[src/rtl/fetch_pkg.sv]
// Shared state encoding, constants and entry type for the fetch redirect unit.
package fetch_pkg;

  typedef enum logic {
    RUN  = 1'b0,
    HALT = 1'b1
  } fetch_state_e;

  localparam int          INSTR_BYTES = 4;
  localparam logic [31:0] ALIGN_MASK  = 32'hFFFF_FFFC;

  // Counter must hold the value MAX_OUTSTANDING itself, hence the +1.
  function automatic int outstanding_width(input int max_outstanding);
    return $clog2(max_outstanding + 1);
  endfunction

  localparam int DEFAULT_OUTSTANDING_W = outstanding_width(2);

  typedef struct packed {
    logic [31:0] pc;
    logic [31:0] instr;
  } fetch_entry_t;

endpackage

[src/rtl/fetch_redirect_unit_if.sv]
// Bundles the imem request/response, redirect and decode handshakes of the fetch unit.
interface fetch_redirect_unit_if;

  logic        imem_req_valid;
  logic        imem_req_ready;
  logic [31:0] imem_req_addr;
  logic        imem_rsp_valid;
  logic [31:0] imem_rsp_data;
  logic        redirect_valid;
  logic [31:0] redirect_target;
  logic        id_valid;
  logic        id_ready;
  logic [31:0] id_instr;
  logic [31:0] id_pc;
  logic        misalign;

  modport master (
    output imem_req_valid,
    input  imem_req_ready,
    output imem_req_addr,
    input  imem_rsp_valid,
    input  imem_rsp_data,
    input  redirect_valid,
    input  redirect_target,
    output id_valid,
    input  id_ready,
    output id_instr,
    output id_pc,
    output misalign
  );

  modport slave (
    input  imem_req_valid,
    output imem_req_ready,
    input  imem_req_addr,
    output imem_rsp_valid,
    output imem_rsp_data,
    output redirect_valid,
    output redirect_target,
    input  id_valid,
    output id_ready,
    input  id_instr,
    input  id_pc,
    input  misalign
  );

endinterface

[src/rtl/fetch_fifo.sv]
// Synchronous {pc, instr} buffer between imem responses and decode; flush beats push and pop.
module fetch_fifo
  import fetch_pkg::*;
#(
  parameter int DEPTH = 4
) (
  input  logic                       clk,
  input  logic                       rst,
  input  logic                       push,
  input  logic                       pop,
  input  logic                       flush,
  input  fetch_entry_t               push_data,
  output fetch_entry_t               head,
  output logic [$clog2(DEPTH+1)-1:0] count,
  output logic                       empty,
  output logic                       full
);

  localparam int PW = $clog2(DEPTH);
  localparam int CW = $clog2(DEPTH + 1);

  fetch_entry_t  mem [DEPTH];
  logic [PW-1:0] rd_ptr;
  logic [PW-1:0] wr_ptr;
  logic          do_pop;

  assign empty  = (count == '0);
  assign full   = (count == CW'(DEPTH));
  assign do_pop = pop && !empty;
  assign head   = mem[rd_ptr];

  // Storage is cleared on reset so the decode outputs read zero rather than X.
  always_ff @(posedge clk) begin
    if (rst) begin
      for (int i = 0; i < DEPTH; i++) begin
        mem[i] <= '0;
      end
      rd_ptr <= '0;
      wr_ptr <= '0;
      count  <= '0;
    end else if (flush) begin
      rd_ptr <= '0;
      wr_ptr <= '0;
      count  <= '0;
    end else begin
      if (push) begin
        mem[wr_ptr] <= push_data;
        wr_ptr      <= wr_ptr + PW'(1);
      end
      if (do_pop) begin
        rd_ptr <= rd_ptr + PW'(1);
      end
      case ({push, do_pop})
        2'b10:   count <= count + CW'(1);
        2'b01:   count <= count - CW'(1);
        default: count <= count;
      endcase
    end
  end

endmodule

[src/rtl/fetch_redirect_unit.sv]
// Fetch front end: in-order imem requests, response buffering and redirect flush.
// Optional FETCH_PERF_EN adds redirect and dropped-response counters.
module fetch_redirect_unit
  import fetch_pkg::*;
#(
  parameter logic [31:0] RESET_PC        = 32'h0000_0000,
  parameter int          FIFO_DEPTH      = 4,
  parameter int          MAX_OUTSTANDING = 2
) (
  input  logic                  clk,
  input  logic                  rst,
  fetch_redirect_unit_if.master bus
`ifdef FETCH_PERF_EN
  ,
  output logic [31:0]           perf_redirects,
  output logic [31:0]           perf_discards
`endif
);

  localparam int OW = outstanding_width(MAX_OUTSTANDING);
  localparam int CW = $clog2(FIFO_DEPTH + 1);

  fetch_state_e  state;
  logic [31:0]   fetch_pc;
  logic [31:0]   rsp_pc;
  logic [OW-1:0] outstanding;
  logic [OW-1:0] outstanding_nxt;
  logic [OW-1:0] discard;
  logic          misalign_q;

  logic [CW-1:0] fifo_count;
  logic          fifo_empty;
  logic          fifo_full;
  logic          fifo_push;
  logic          fifo_pop;
  fetch_entry_t  fifo_head;
  fetch_entry_t  push_entry;

  logic          req_fire;
  logic          rsp_keep;
  logic          rsp_drop;
  logic          room;
  logic          target_aligned;
  logic [31:0]   target_pc;

  assign target_pc      = bus.redirect_target & ALIGN_MASK;
  assign target_aligned = (bus.redirect_target[1:0] == 2'b00);

  assign rsp_drop = bus.imem_rsp_valid && (discard != '0);
  assign rsp_keep = bus.imem_rsp_valid && (discard == '0);

  // Live (non-discarded) requests already own a FIFO slot, so count them against capacity.
  assign room = (int'(fifo_count) + int'(outstanding) - int'(discard)) < FIFO_DEPTH;

  assign bus.imem_req_valid = !rst && (state == RUN) && !bus.redirect_valid &&
                              (int'(outstanding) < MAX_OUTSTANDING) && room;
  assign bus.imem_req_addr  = fetch_pc;
  assign req_fire           = bus.imem_req_valid && bus.imem_req_ready;

  assign fifo_push  = rsp_keep;
  assign fifo_pop   = !fifo_empty && bus.id_ready;
  assign push_entry = '{pc: rsp_pc, instr: bus.imem_rsp_data};

  assign bus.id_valid = !fifo_empty;
  assign bus.id_pc    = fifo_head.pc;
  assign bus.id_instr = fifo_head.instr;
  assign bus.misalign = misalign_q;

  always_comb begin
    outstanding_nxt = outstanding;
    if (req_fire && !bus.imem_rsp_valid) begin
      outstanding_nxt = outstanding + OW'(1);
    end else if (!req_fire && bus.imem_rsp_valid) begin
      outstanding_nxt = outstanding - OW'(1);
    end
  end

  // A redirect retargets both PCs and marks every still-outstanding request as stale.
  always_ff @(posedge clk) begin
    if (rst) begin
      state       <= RUN;
      fetch_pc    <= RESET_PC;
      rsp_pc      <= RESET_PC;
      outstanding <= '0;
      discard     <= '0;
      misalign_q  <= 1'b0;
    end else begin
      outstanding <= outstanding_nxt;
      if (bus.redirect_valid) begin
        fetch_pc   <= target_pc;
        rsp_pc     <= target_pc;
        discard    <= outstanding_nxt;
        misalign_q <= !target_aligned;
        state      <= target_aligned ? RUN : HALT;
      end else begin
        if (req_fire) begin
          fetch_pc <= fetch_pc + 32'(INSTR_BYTES);
        end
        if (rsp_drop) begin
          discard <= discard - OW'(1);
        end
        if (rsp_keep) begin
          rsp_pc <= rsp_pc + 32'(INSTR_BYTES);
        end
      end
    end
  end

  always_ff @(posedge clk) begin
    if (!rst && fifo_push && !bus.redirect_valid && !fifo_pop) begin
      assert (!fifo_full);
    end
  end

  fetch_fifo #(
    .DEPTH(FIFO_DEPTH)
  ) u_fifo (
    .clk      (clk),
    .rst      (rst),
    .push     (fifo_push),
    .pop      (fifo_pop),
    .flush    (bus.redirect_valid),
    .push_data(push_entry),
    .head     (fifo_head),
    .count    (fifo_count),
    .empty    (fifo_empty),
    .full     (fifo_full)
  );

`ifdef FETCH_PERF_EN
  always_ff @(posedge clk) begin
    if (rst) begin
      perf_redirects <= '0;
      perf_discards  <= '0;
    end else begin
      if (bus.redirect_valid) begin
        perf_redirects <= perf_redirects + 32'd1;
      end
      if (rsp_drop) begin
        perf_discards <= perf_discards + 32'd1;
      end
    end
  end
`endif

endmodule

[src/flat_wrapper.sv]
// flat-port wrapper written by rule: the top's interface ports become plain ports
module fetch_redirect_unit_flat import fetch_pkg::*;
#(
  parameter logic [31:0] RESET_PC        = 32'h0000_0000,
  parameter int          FIFO_DEPTH      = 4,
  parameter int          MAX_OUTSTANDING = 2
)
  (clk, rst, bus_imem_req_valid, bus_imem_req_ready, bus_imem_req_addr, bus_imem_rsp_valid, bus_imem_rsp_data, bus_redirect_valid, bus_redirect_target, bus_id_valid, bus_id_ready, bus_id_instr, bus_id_pc, bus_misalign);
  fetch_redirect_unit_if bus_i ();
  input  logic clk;
  input  logic rst;
  output wire logic [$bits(bus_i.imem_req_valid)-1:0] bus_imem_req_valid;
  input wire logic [$bits(bus_i.imem_req_ready)-1:0] bus_imem_req_ready;
  output wire logic [$bits(bus_i.imem_req_addr)-1:0] bus_imem_req_addr;
  input wire logic [$bits(bus_i.imem_rsp_valid)-1:0] bus_imem_rsp_valid;
  input wire logic [$bits(bus_i.imem_rsp_data)-1:0] bus_imem_rsp_data;
  input wire logic [$bits(bus_i.redirect_valid)-1:0] bus_redirect_valid;
  input wire logic [$bits(bus_i.redirect_target)-1:0] bus_redirect_target;
  output wire logic [$bits(bus_i.id_valid)-1:0] bus_id_valid;
  input wire logic [$bits(bus_i.id_ready)-1:0] bus_id_ready;
  output wire logic [$bits(bus_i.id_instr)-1:0] bus_id_instr;
  output wire logic [$bits(bus_i.id_pc)-1:0] bus_id_pc;
  output wire logic [$bits(bus_i.misalign)-1:0] bus_misalign;
  assign bus_imem_req_valid = bus_i.imem_req_valid;
  assign bus_i.imem_req_ready = bus_imem_req_ready;
  assign bus_imem_req_addr = bus_i.imem_req_addr;
  assign bus_i.imem_rsp_valid = bus_imem_rsp_valid;
  assign bus_i.imem_rsp_data = bus_imem_rsp_data;
  assign bus_i.redirect_valid = bus_redirect_valid;
  assign bus_i.redirect_target = bus_redirect_target;
  assign bus_id_valid = bus_i.id_valid;
  assign bus_i.id_ready = bus_id_ready;
  assign bus_id_instr = bus_i.id_instr;
  assign bus_id_pc = bus_i.id_pc;
  assign bus_misalign = bus_i.misalign;
  fetch_redirect_unit #(.RESET_PC(RESET_PC), .FIFO_DEPTH(FIFO_DEPTH), .MAX_OUTSTANDING(MAX_OUTSTANDING)) u_core (.clk(clk), .rst(rst), .bus(bus_i));
endmodule
[config.mk]
export PLATFORM = sky130hd
export DESIGN_NAME = fetch_redirect_unit_flat
export DESIGN_NICKNAME = d
export VERILOG_FILES = /design/src/rtl/fetch_pkg.sv /design/src/rtl/fetch_redirect_unit_if.sv /design/src/rtl/fetch_fifo.sv /design/src/rtl/fetch_redirect_unit.sv /design/src/flat_wrapper.sv
export SDC_FILE = /design/constraint.sdc
export NUM_CORES = 1
export LEC_CHECK = 0
export BUFFER_PORTS_ARGS = -buffer_cell sky130_fd_sc_hd__clkbuf_2
export CAP_MARGIN = 20
export CORE_MARGIN = 10
export CORE_UTILIZATION = 35
export CTS_BUF_LIST = sky130_fd_sc_hd__clkbuf_2 sky130_fd_sc_hd__clkbuf_4 sky130_fd_sc_hd__clkbuf_8
export DETAILED_ROUTE_END_ITERATION = 10
export PLACE_DENSITY = 0.49
export RECOVER_POWER = 25
export SYNTH_ARGS = -nofsm -noshare
export SYNTH_HDL_FRONTEND = slang
export SYNTH_HIERARCHICAL = 1
export SYNTH_SLANG_ARGS = --single-unit
[constraint.sdc]
create_clock -name clk -period 14.02 [get_ports clk]
set_input_delay 2.804 -clock clk [delete_from_list [all_inputs] [get_ports clk]]
set_output_delay 2.804 -clock clk [all_outputs]
set_load 0.02 [all_outputs]
==> results of run 1 <==
path summary, 6_finish.rpt:
check	cells after the start	to	slack, ns
max	6	bus_imem_req_valid	5.75
min	2	register	0.49
max reg2reg	7	u_core/u_fifo/mem[3][46]$_DFFE_PP_	9.18
min reg2reg	2	register	0.49
layer usage:
| layer | wire length, um | vias to the layer above | part of all wire [%] | global-route usage, % |
|---|---|---|---|---|
| li1 | - | 4646 | - | - |
| met1 | 18800 | 4843 | 46 | 20.8 |
| met2 | 18900 | 264 | 46 | 23.9 |
| met3 | 2370 | 55 | 5.8 | 3.89 |
| met4 | 665 | 0 | 1.6 | 3.99 |
| met5 | 0 | - | 0 | 0 |
state kept, by name (all words and copies together) (netlist names), named ones only:
signal	flops
u_core/discard	2
u_core/u_fifo/rd_ptr	2
u_core/rsp_pc	30
u_core/outstanding	2
u_core/u_fifo/count	3
u_core/u_fifo/wr_ptr	2
u_core/u_fifo/mem	256
u_core/bus.imem_req_addr	30
u_core/state	1
cell type report:
cell class	count	share of cell area, %
Clock inverter	17	0.633
Multi-Input combinational cell	713	32.0
Inverter	31	0.662
Timing Repair Buffer	181	5.10
Sequential cell	330	51.6
Tap cell	585	4.12
Clock buffer	90	5.91
Antenna cell	1	0.0141
stage by stage:
| step | cells | cell area (um2) | power, mW | utilization (%) | hold slack [ns] |
|---|---|---|---|---|---|
| 6_report | 1948 | 17800 | 2.22 | 41.1 | 0.487 |
| 5_1_grt | 1947 | 17800 | 2.33 | 41.1 | 0.528 |
| 4_1_cts | 1946 | 17800 | 2.26 | 41.2 | 0.496 |
| 3_5_place_dp | 1839 | 16600 | 1.36 | 38.5 | 0.488 |
| 3_3_place_gp | 1839 | 16600 | 1.35 | 38.5 | 0.474 |
| 2_1_floorplan | 1151 | 15400 | 1.27 | - | 0.458 |
cells in the final DEF, fill, tap and decap left out, types with 4 or more instances in the layout:
cell / instances
a31oi_1: 14
clkbuf_8: 60
a21oi_1: 15
clkbuf_1: 36
xor2_1: 4
a211oi_1: 10
nor3_1: 14
and2_1: 188
o31a_1: 26
nand3_1: 17
nor2_1: 37
and2_2: 8
nor4_1: 14
clkbuf_2: 135
inv_1: 29
o31ai_1: 5
o21ai_0: 17
and4_1: 11
and3_1: 70
nand2b_1: 4
buf_4: 9
nor2b_1: 8
clkbuf_4: 30
edfxtp_1: 256
or4_1: 10
xnor2_1: 23
ha_1: 9
nand4_1: 12
mux4_2: 64
o21a_1: 15
a311oi_1: 5
conb_1: 10
o311ai_0: 5
nand2_1: 47
or3_1: 4
dfxtp_1: 72
a21boi_0: 9
clkinv_1: 13
power by group:
part	switching [mW]	total [mW]	internal, mW
sequential	0.0311	1.13	1.10
combinational	0.129	0.197	0.0680
clock	0.398	0.892	0.494
total	0.558	2.22	1.66
critical path, stage by stage:
cell	delay, ns
clkbuf_2	0.07
clkbuf_1	1.85
nor2_1	0.30
nand2_1	0.17
a21oi_1	0.07
clkbuf_2	0.16
==> results.cfg, run 1 <==
[yosys]
syn_avg_cell_area_um2 = 13.5
netlist_instances = 1142
netlist_area_um2 = 15400
synth_warnings = 6

[placement]
hpwl_um = 23600
preCtsSetupSlack_ns = 7.31
gp_congestion = 0.765
io_buffers = 166

[routing]
drt_iter0_markers = 766
drt-vias-per-instance = 5.03
routed_wl_um = 40800
wl_per_cell_um = 21.0
drc = 0
ant_nets = 0
vias = 9808
drt_first_pass_iters = 5

[worst_hold_path]
hp-start = u_core/u_fifo/rd_ptr[1]$_SDFFE_PP0P_
hold_path_class = register to register

[die]
pin_count = 169
rows = 76
coreArea_um2 = 43300
dieArea_um2 = 52800
die_h_um = 230
die-width_um = 230
initial_core_util_pct = 35.6

[grt]
antenna_found_initial = 0
grt_first_pass_wirelength_um = 63500
track_usage_pct = 15.3
grt_max_degree = 76
grt_pass1_vias = 10452
overflow = 0

[timing]
max_slew.worst_pin.slew_ns = 4.33
hold_viol = 0
setup_viol = 0
drv_slew = 290
finalClockSkew_ns = 0.0361
fmax_ghz = 0.121
fin_crit_ns = 8.27
worst_slack_ns = 5.75
slew_headroom_pct = -188
rsz0062_at_grt = false
fin_crit_sh_pct = 59.0
fin_tns_setup_ns = 0

[setup_path]
cp_max_fo = 49
crit_arrival_ns = 5.46
endpoint_kind = output pin
critPathLaunch = bus_redirect_valid
r2r-start = u_core/discard[0]$_SDFFE_PP0P_
cp-start-kind = primary input
cp.required_ns = 11.22
critPathKind = primary input to output pin

[clock_tree]
cts_root_buf = clkbuf_8
numCtsBuffers = 59
cts_setup_buffers = 0
cts_sinks = 330
h-tree-depth = 2
cts_tree = built
path_clk_slew_ns = 0.05
clk_path_buf_depth = 3
cts-resized-gates = 0
clock_latency_ns = 0.65
cts_hold_buffers = 0

[finish]
final_nets = 1397
multi_input_area_um2 = 5680
layout-drive-gt1-share_pct = 24.2
register_area_um2 = 9170
area_growth_syn_to_layout_pct = 15.3
fill_cells = 4162

[status]
violations = capacitance limit, slew limit
status = finished with violations

[flow_run]
maxCapViolCount = 5

[pwr]
p_leak_nw = 6.61
peakVddDrop_mv = 0.0670
p_per_area_nw_per_um2 = 125
Power figures use the tool's default switching activity.
==> run 2, diff against run 1 <==
==> constraint.sdc (replaced) <==
create_clock -name clk -period 8.5 [get_ports clk]
set_input_delay 1.7 -clock clk [delete_from_list [all_inputs] [get_ports clk]]
set_output_delay 1.7 -clock clk [all_outputs]
set_load 0.02 [all_outputs]
==> run 2 against run 1 <==
Against the previous run:
- the run still ends with capacitance limit, slew limit left
- sequential cell count did not move
- hold slack barely moved
- clock-buffer cell count did not move
- sequential share of layout area barely moved
- via count rose by 0.56%
- die area did not move
- largest power group unchanged
- clock skew rose by 0.0048 ns
- clock power rose by 63%
==> results.cfg, run 2 (same netlist as run 1, synthesis figures left out) <==
[setup_path]
max_stage_delay_ns = 1.77
critPathKind = primary input to register
r2r_cells = 10
cp_max_fo = 49
crit_path_frequent_cell = clkbuf_1
cp.required_ns = 9.01
rr_endpoint = u_core/outstanding[1]$_SDFF_PP0_
endpoint = u_core/outstanding[1]$_SDFF_PP0_
critPathLaunch = bus_redirect_valid
crit_slowest_cell = clkbuf_1
reg2reg_slack_ns = 4.24
worstPathCellList = clkbuf_1 > clkbuf_1 > nor2_1 > o2111a_1 > a21oi_4 > clkbuf_1 > mux2i_1 > mux2_2
crit_arrival_ns = 6.65
cp-start-kind = primary input
r2r-start = u_core/outstanding[1]$_SDFF_PP0_
endpoint_kind = register

[clock_tree]
h-tree-depth = 2
clk_path_buf_depth = 3
cts_tree = built
cts_sinks = 330
path_clk_slew_ns = 0.06
cts-resized-gates = 0
cts_root_buf = clkbuf_8
cts_setup_buffers = 0
cts_hold_buffers = 0
numCtsBuffers = 57
clock_latency_ns = 0.65

[worst_hold_path]
hold_path_class = register to register

[finish]
final_cell_mix = 256 x edfxtp_1, 187 x and2_1, 134 x clkbuf_2, 72 x dfxtp_1, 70 x and3_1
largest_reg_flops = 256
layout_commonest_cell = edfxtp_1
fill_cells = 4126
layout-drive-gt1-share_pct = 24.2
fin_area_um2 = 17800
regMostFlops = u_core/u_fifo/mem
antenna_cells = 0
area_growth_syn_to_layout_pct = 15.3
fin_util_pct = 41.1
final_nets = 1395

[grt]
antenna_found_initial = 0
overflow = 0
grt_max_degree = 73
grt_pass1_vias = 10656
track_usage_pct = 15.3
grt_first_pass_wirelength_um = 63600

[timing]
slew_headroom_pct = -124
rsz0062_at_grt = false
worst_slack_ns = 2.36
setup_viol = 0
max_slew.worst_pin.slew_ns = 3.36
fin_tns_setup_ns = 0
fin_crit_sh_pct = 72.2
fmax_ghz = 0.163
fin_crit_ns = 6.14
hold_viol = 0
finalClockSkew_ns = 0.0409
drv_slew = 166
holdWs_ns = 0.487

[routing]
top_layer_used = met4
drt-vias-per-instance = 5.07
wl_per_cell_um = 20.8
routed_wl_um = 40500
drc = 0
ant_nets = 0
vias = 9863
drt_iter0_markers = 668
wirelength_met1_um = 18400
drt_first_pass_iters = 5
wl_met3_um = 2470
wl_met2_um = 18800

[flow_run]
maxCapViolCount = 3

[status]
violations = capacitance limit, slew limit
status = finished with violations

[pwr]
p_leak_nw = 6.60
p_per_area_nw_per_um2 = 205
peakVddDrop_mv = 0.102

[die]
initial_core_util_pct = 35.6
dieArea_um2 = 52800
coreArea_um2 = 43300
die-width_um = 230
die_h_um = 230
rows = 76
pin_count = 169

[placement]
hpwl_um = 24000
preCtsSetupSlack_ns = 3.39
io_buffers = 166
placed_cell_area_um2 = 16600
gp_congestion = 0.787
[run 2: changes by cell type in the layout (fill, tap and decap cells not counted)]
cell,before,now
buf_12,0,1
inv_12,0,1
clkbuf_4,30,29
inv_8,1,0
and2_0,1,2
clkbuf_2,135,134
bufinv_16,1,0
clkbuf_8,60,61
diode_2,1,0
and2_1,188,187
inv_2,0,1
[run 2: power breakdown]
part	switching, mW	total (mW)	internal (mW)
combinational	0.211	0.323	0.113
sequential	0.0511	1.87	1.82
clock	0.661	1.45	0.790
[run 2: metrics by stage]
step / power (mW) / std cells
after floorplan: 2.10 / 1151
after global placement: 2.23 / 1838
after detailed placement: 2.24 / 1838
after CTS: 3.70 / 1945
after global routing: 3.81 / 1947
final: 3.64 / 1947
[run 2: worst min-delay path by stage]
stage | from | endpoint | slack (ns) | cells past startpoint
2_1_floorplan | u_core/u_fifo/rd_ptr[1]$_SDFFE_PP0P_ | register | 0.46 | 2
3_3_place_gp | u_core/u_fifo/rd_ptr[1]$_SDFFE_PP0P_ | register | 0.47 | 2
3_5_place_dp | u_core/u_fifo/rd_ptr[1]$_SDFFE_PP0P_ | register | 0.48 | 2
4_1_cts | u_core/u_fifo/rd_ptr[1]$_SDFFE_PP0P_ | register | 0.49 | 2
5_1_grt | u_core/u_fifo/rd_ptr[1]$_SDFFE_PP0P_ | register | 0.52 | 2
6_report | u_core/u_fifo/rd_ptr[1]$_SDFFE_PP0P_ | register | 0.49 | 2
[run 2: routing by layer]
metal	GRT usage, %	vias to the layer above
met5	0	-
met4	4.85	0
met3	3.77	60
met2	24.4	279
met1	20.1	4895
li1	-	4629
[run 2: layout make-up]
cell class | instances | area [um2] | share of cell area [%]
Inverter | 31 | 116 | 0.655
Timing Repair Buffer | 181 | 921 | 5.18
Multi-Input combinational cell | 713 | 5680 | 32.0
Clock inverter | 17 | 92.6 | 0.521
Clock buffer | 90 | 1060 | 5.95
Sequential cell | 330 | 9170 | 51.6
Tap cell | 585 | 732 | 4.12
[run 2: worst max-delay path: cells and delay by family]
| kind | cells | cell delay [ns] |
|---|---|---|
| buffers and inverters | 3 | 3.40 |
| multiplexers | 2 | 0.69 |
| AO/OA/AOI/OAI | 2 | 0.49 |
| AND/OR/NAND/NOR | 1 | 0.35 |
==> run 3, diff against run 2 <==
--- a/config.mk
+++ b/config.mk
@@ -5,6 +5,7 @@
 export SDC_FILE = /design/constraint.sdc
 export NUM_CORES = 1
 export LEC_CHECK = 0
+export ABC_AREA = 1
 export BUFFER_PORTS_ARGS = -buffer_cell sky130_fd_sc_hd__clkbuf_2
 export CAP_MARGIN = 20
 export CORE_MARGIN = 10
==> constraint.sdc (replaced) <==
create_clock -name clk -period 5.9 [get_ports clk]
set_input_delay 1.18 -clock clk [delete_from_list [all_inputs] [get_ports clk]]
set_output_delay 1.18 -clock clk [all_outputs]
set_load 0.02 [all_outputs]
==> run 3 against run 2 <==
Against the previous run:
- sequential cell count is the same
- critical path depth down 1
- cell count is 33% higher
- clock power increased by 43%
- the run still ends with capacitance limit, slew limit left
==> results.cfg, run 3 <==
[routing]
drt_iter0_markers = 966
ant_nets = 0
wl_per_cell_um = 18.6
drt_first_pass_iters = 5
drt-vias-per-instance = 4.97
routed_wl_um = 48200
drc = 0
vias = 12883

[die]
pin_count = 169
die-width_um = 233
coreArea_um2 = 45200
initial_core_util_pct = 35.2
dieArea_um2 = 54400
die_h_um = 233
rows = 78

[timing]
rsz0062_at_grt = false
finalClockSkew_ns = 0.0387
hold_viol = 0
setup_viol = 0
worst_slack_ns = 1.12
fmax_ghz = 0.209
slew_headroom_pct = -103
fin_crit_sh_pct = 80.9
fin_crit_ns = 4.78
drv_slew = 143
fin_tns_setup_ns = 0
max_slew.worst_pin.slew_ns = 3.05

[placement]
preCtsSetupSlack_ns = 1.86
hpwl_um = 30000
gp_congestion = 0.925
io_buffers = 166

[finish]
largest_reg_flops = 256
antenna_cells = 0
final_nets = 2027
layout_commonest_cell = nor2_1
regMostFlops = u_core/u_fifo/mem
final_cell_mix = 451 x nor2_1, 287 x nand2_1, 256 x edfxtp_1, 167 x inv_1, 158 x o21ai_0
layout-drive-gt1-share_pct = 13.9
area_growth_syn_to_layout_pct = 14.7

[yosys]
synth_warnings = 6
netlist_area_um2 = 15900
netlist_instances = 1791
syn_avg_cell_area_um2 = 8.89

[pwr]
peakVddDrop_mv = 0.143
p_leak_nw = 7.27
p_per_area_nw_per_um2 = 289

[grt]
antenna_found_initial = 0
track_usage_pct = 17.5
grt_first_pass_wirelength_um = 74400
grt_pass1_vias = 12873
overflow = 0
grt_max_degree = 69

[worst_hold_path]
hold_path_class = register to register

[clock_tree]
h-tree-depth = 2
cts_tree = built
cts-resized-gates = 0
numCtsBuffers = 58
cts_hold_buffers = 0
clock_latency_ns = 0.65
cts_setup_buffers = 0
cts_sinks = 330
cts_root_buf = clkbuf_8
clk_path_buf_depth = 3
path_clk_slew_ns = 0.06

[setup_path]
cp.required_ns = 6.16
endpoint_kind = register
critPathKind = primary input to register
cp_max_fo = 48
cp-start-kind = primary input
crit_arrival_ns = 5.04

[flow_run]
maxCapViolCount = 4

[status]
violations = capacitance limit, slew limit
status = finished with violations
run 3: cell type report:
class,instances,area (um2)
Clock buffer,75,932
Clock inverter,31,188
Fill cell,4627,26900
Inverter,175,658
Multi-Input combinational cell,1197,5630
Sequential cell,330,9170
Tap cell,600,751
Timing Repair Buffer,184,928
run 3: critical path: stages:
cell	delay (ns)
clkbuf_1	0.70
inv_1	0.10
nand2_1	0.16
nor2_1	0.33
nand3_1	0.26
clkbuf_1	2.17
nor2_1	0.08
run 3: final timing paths:
path	start	endpoint	slack, ns	cells after the start
max	bus_redirect_valid	u_core/u_fifo/mem[1][45]$_SDFFCE_PN0P_	1.12	7
min	u_core/u_fifo/rd_ptr[1]$_SDFFE_PP0P_	register	0.50	2
max reg2reg	u_core/discard[0]$_SDFFE_PP0P_	u_core/u_fifo/mem[1][45]$_SDFFCE_PN0P_	1.61	9
min reg2reg	u_core/u_fifo/rd_ptr[1]$_SDFFE_PP0P_	register	0.50	2
run 3: routing by layer:
metal	GRT usage (%)	vias up	part of all wire, %
li1	-	6253	-
met1	23.1	6197	45
met2	28.4	362	46
met3	3.45	71	6.0
met4	5.21	0	2.1
met5	0	-	0
run 3: power by group:
part | switching, mW | internal, mW
registers | 0.0775 | 2.62
logic | 0.369 | 0.142
clock network | 0.949 | 1.12
run 3: per-stage QoR:
| stage | power [mW] | instance area [um2] | util (%) | hold WS [ns] | std cells |
|---|---|---|---|---|---|
| 6_report | 5.27 | 18300 | 40.4 | 0.499 | 2592 |
| 2_1_floorplan | 3.06 | 15900 | - | 0.460 | 1795 |
| 4_1_cts | 5.36 | 18300 | 40.6 | 0.499 | 2592 |
| 3_3_place_gp | 3.26 | 17200 | 38.1 | 0.471 | 2486 |
| 3_5_place_dp | 3.26 | 17200 | 38.1 | 0.490 | 2486 |
| 5_1_grt | 5.51 | 18300 | 40.4 | 0.528 | 2592 |
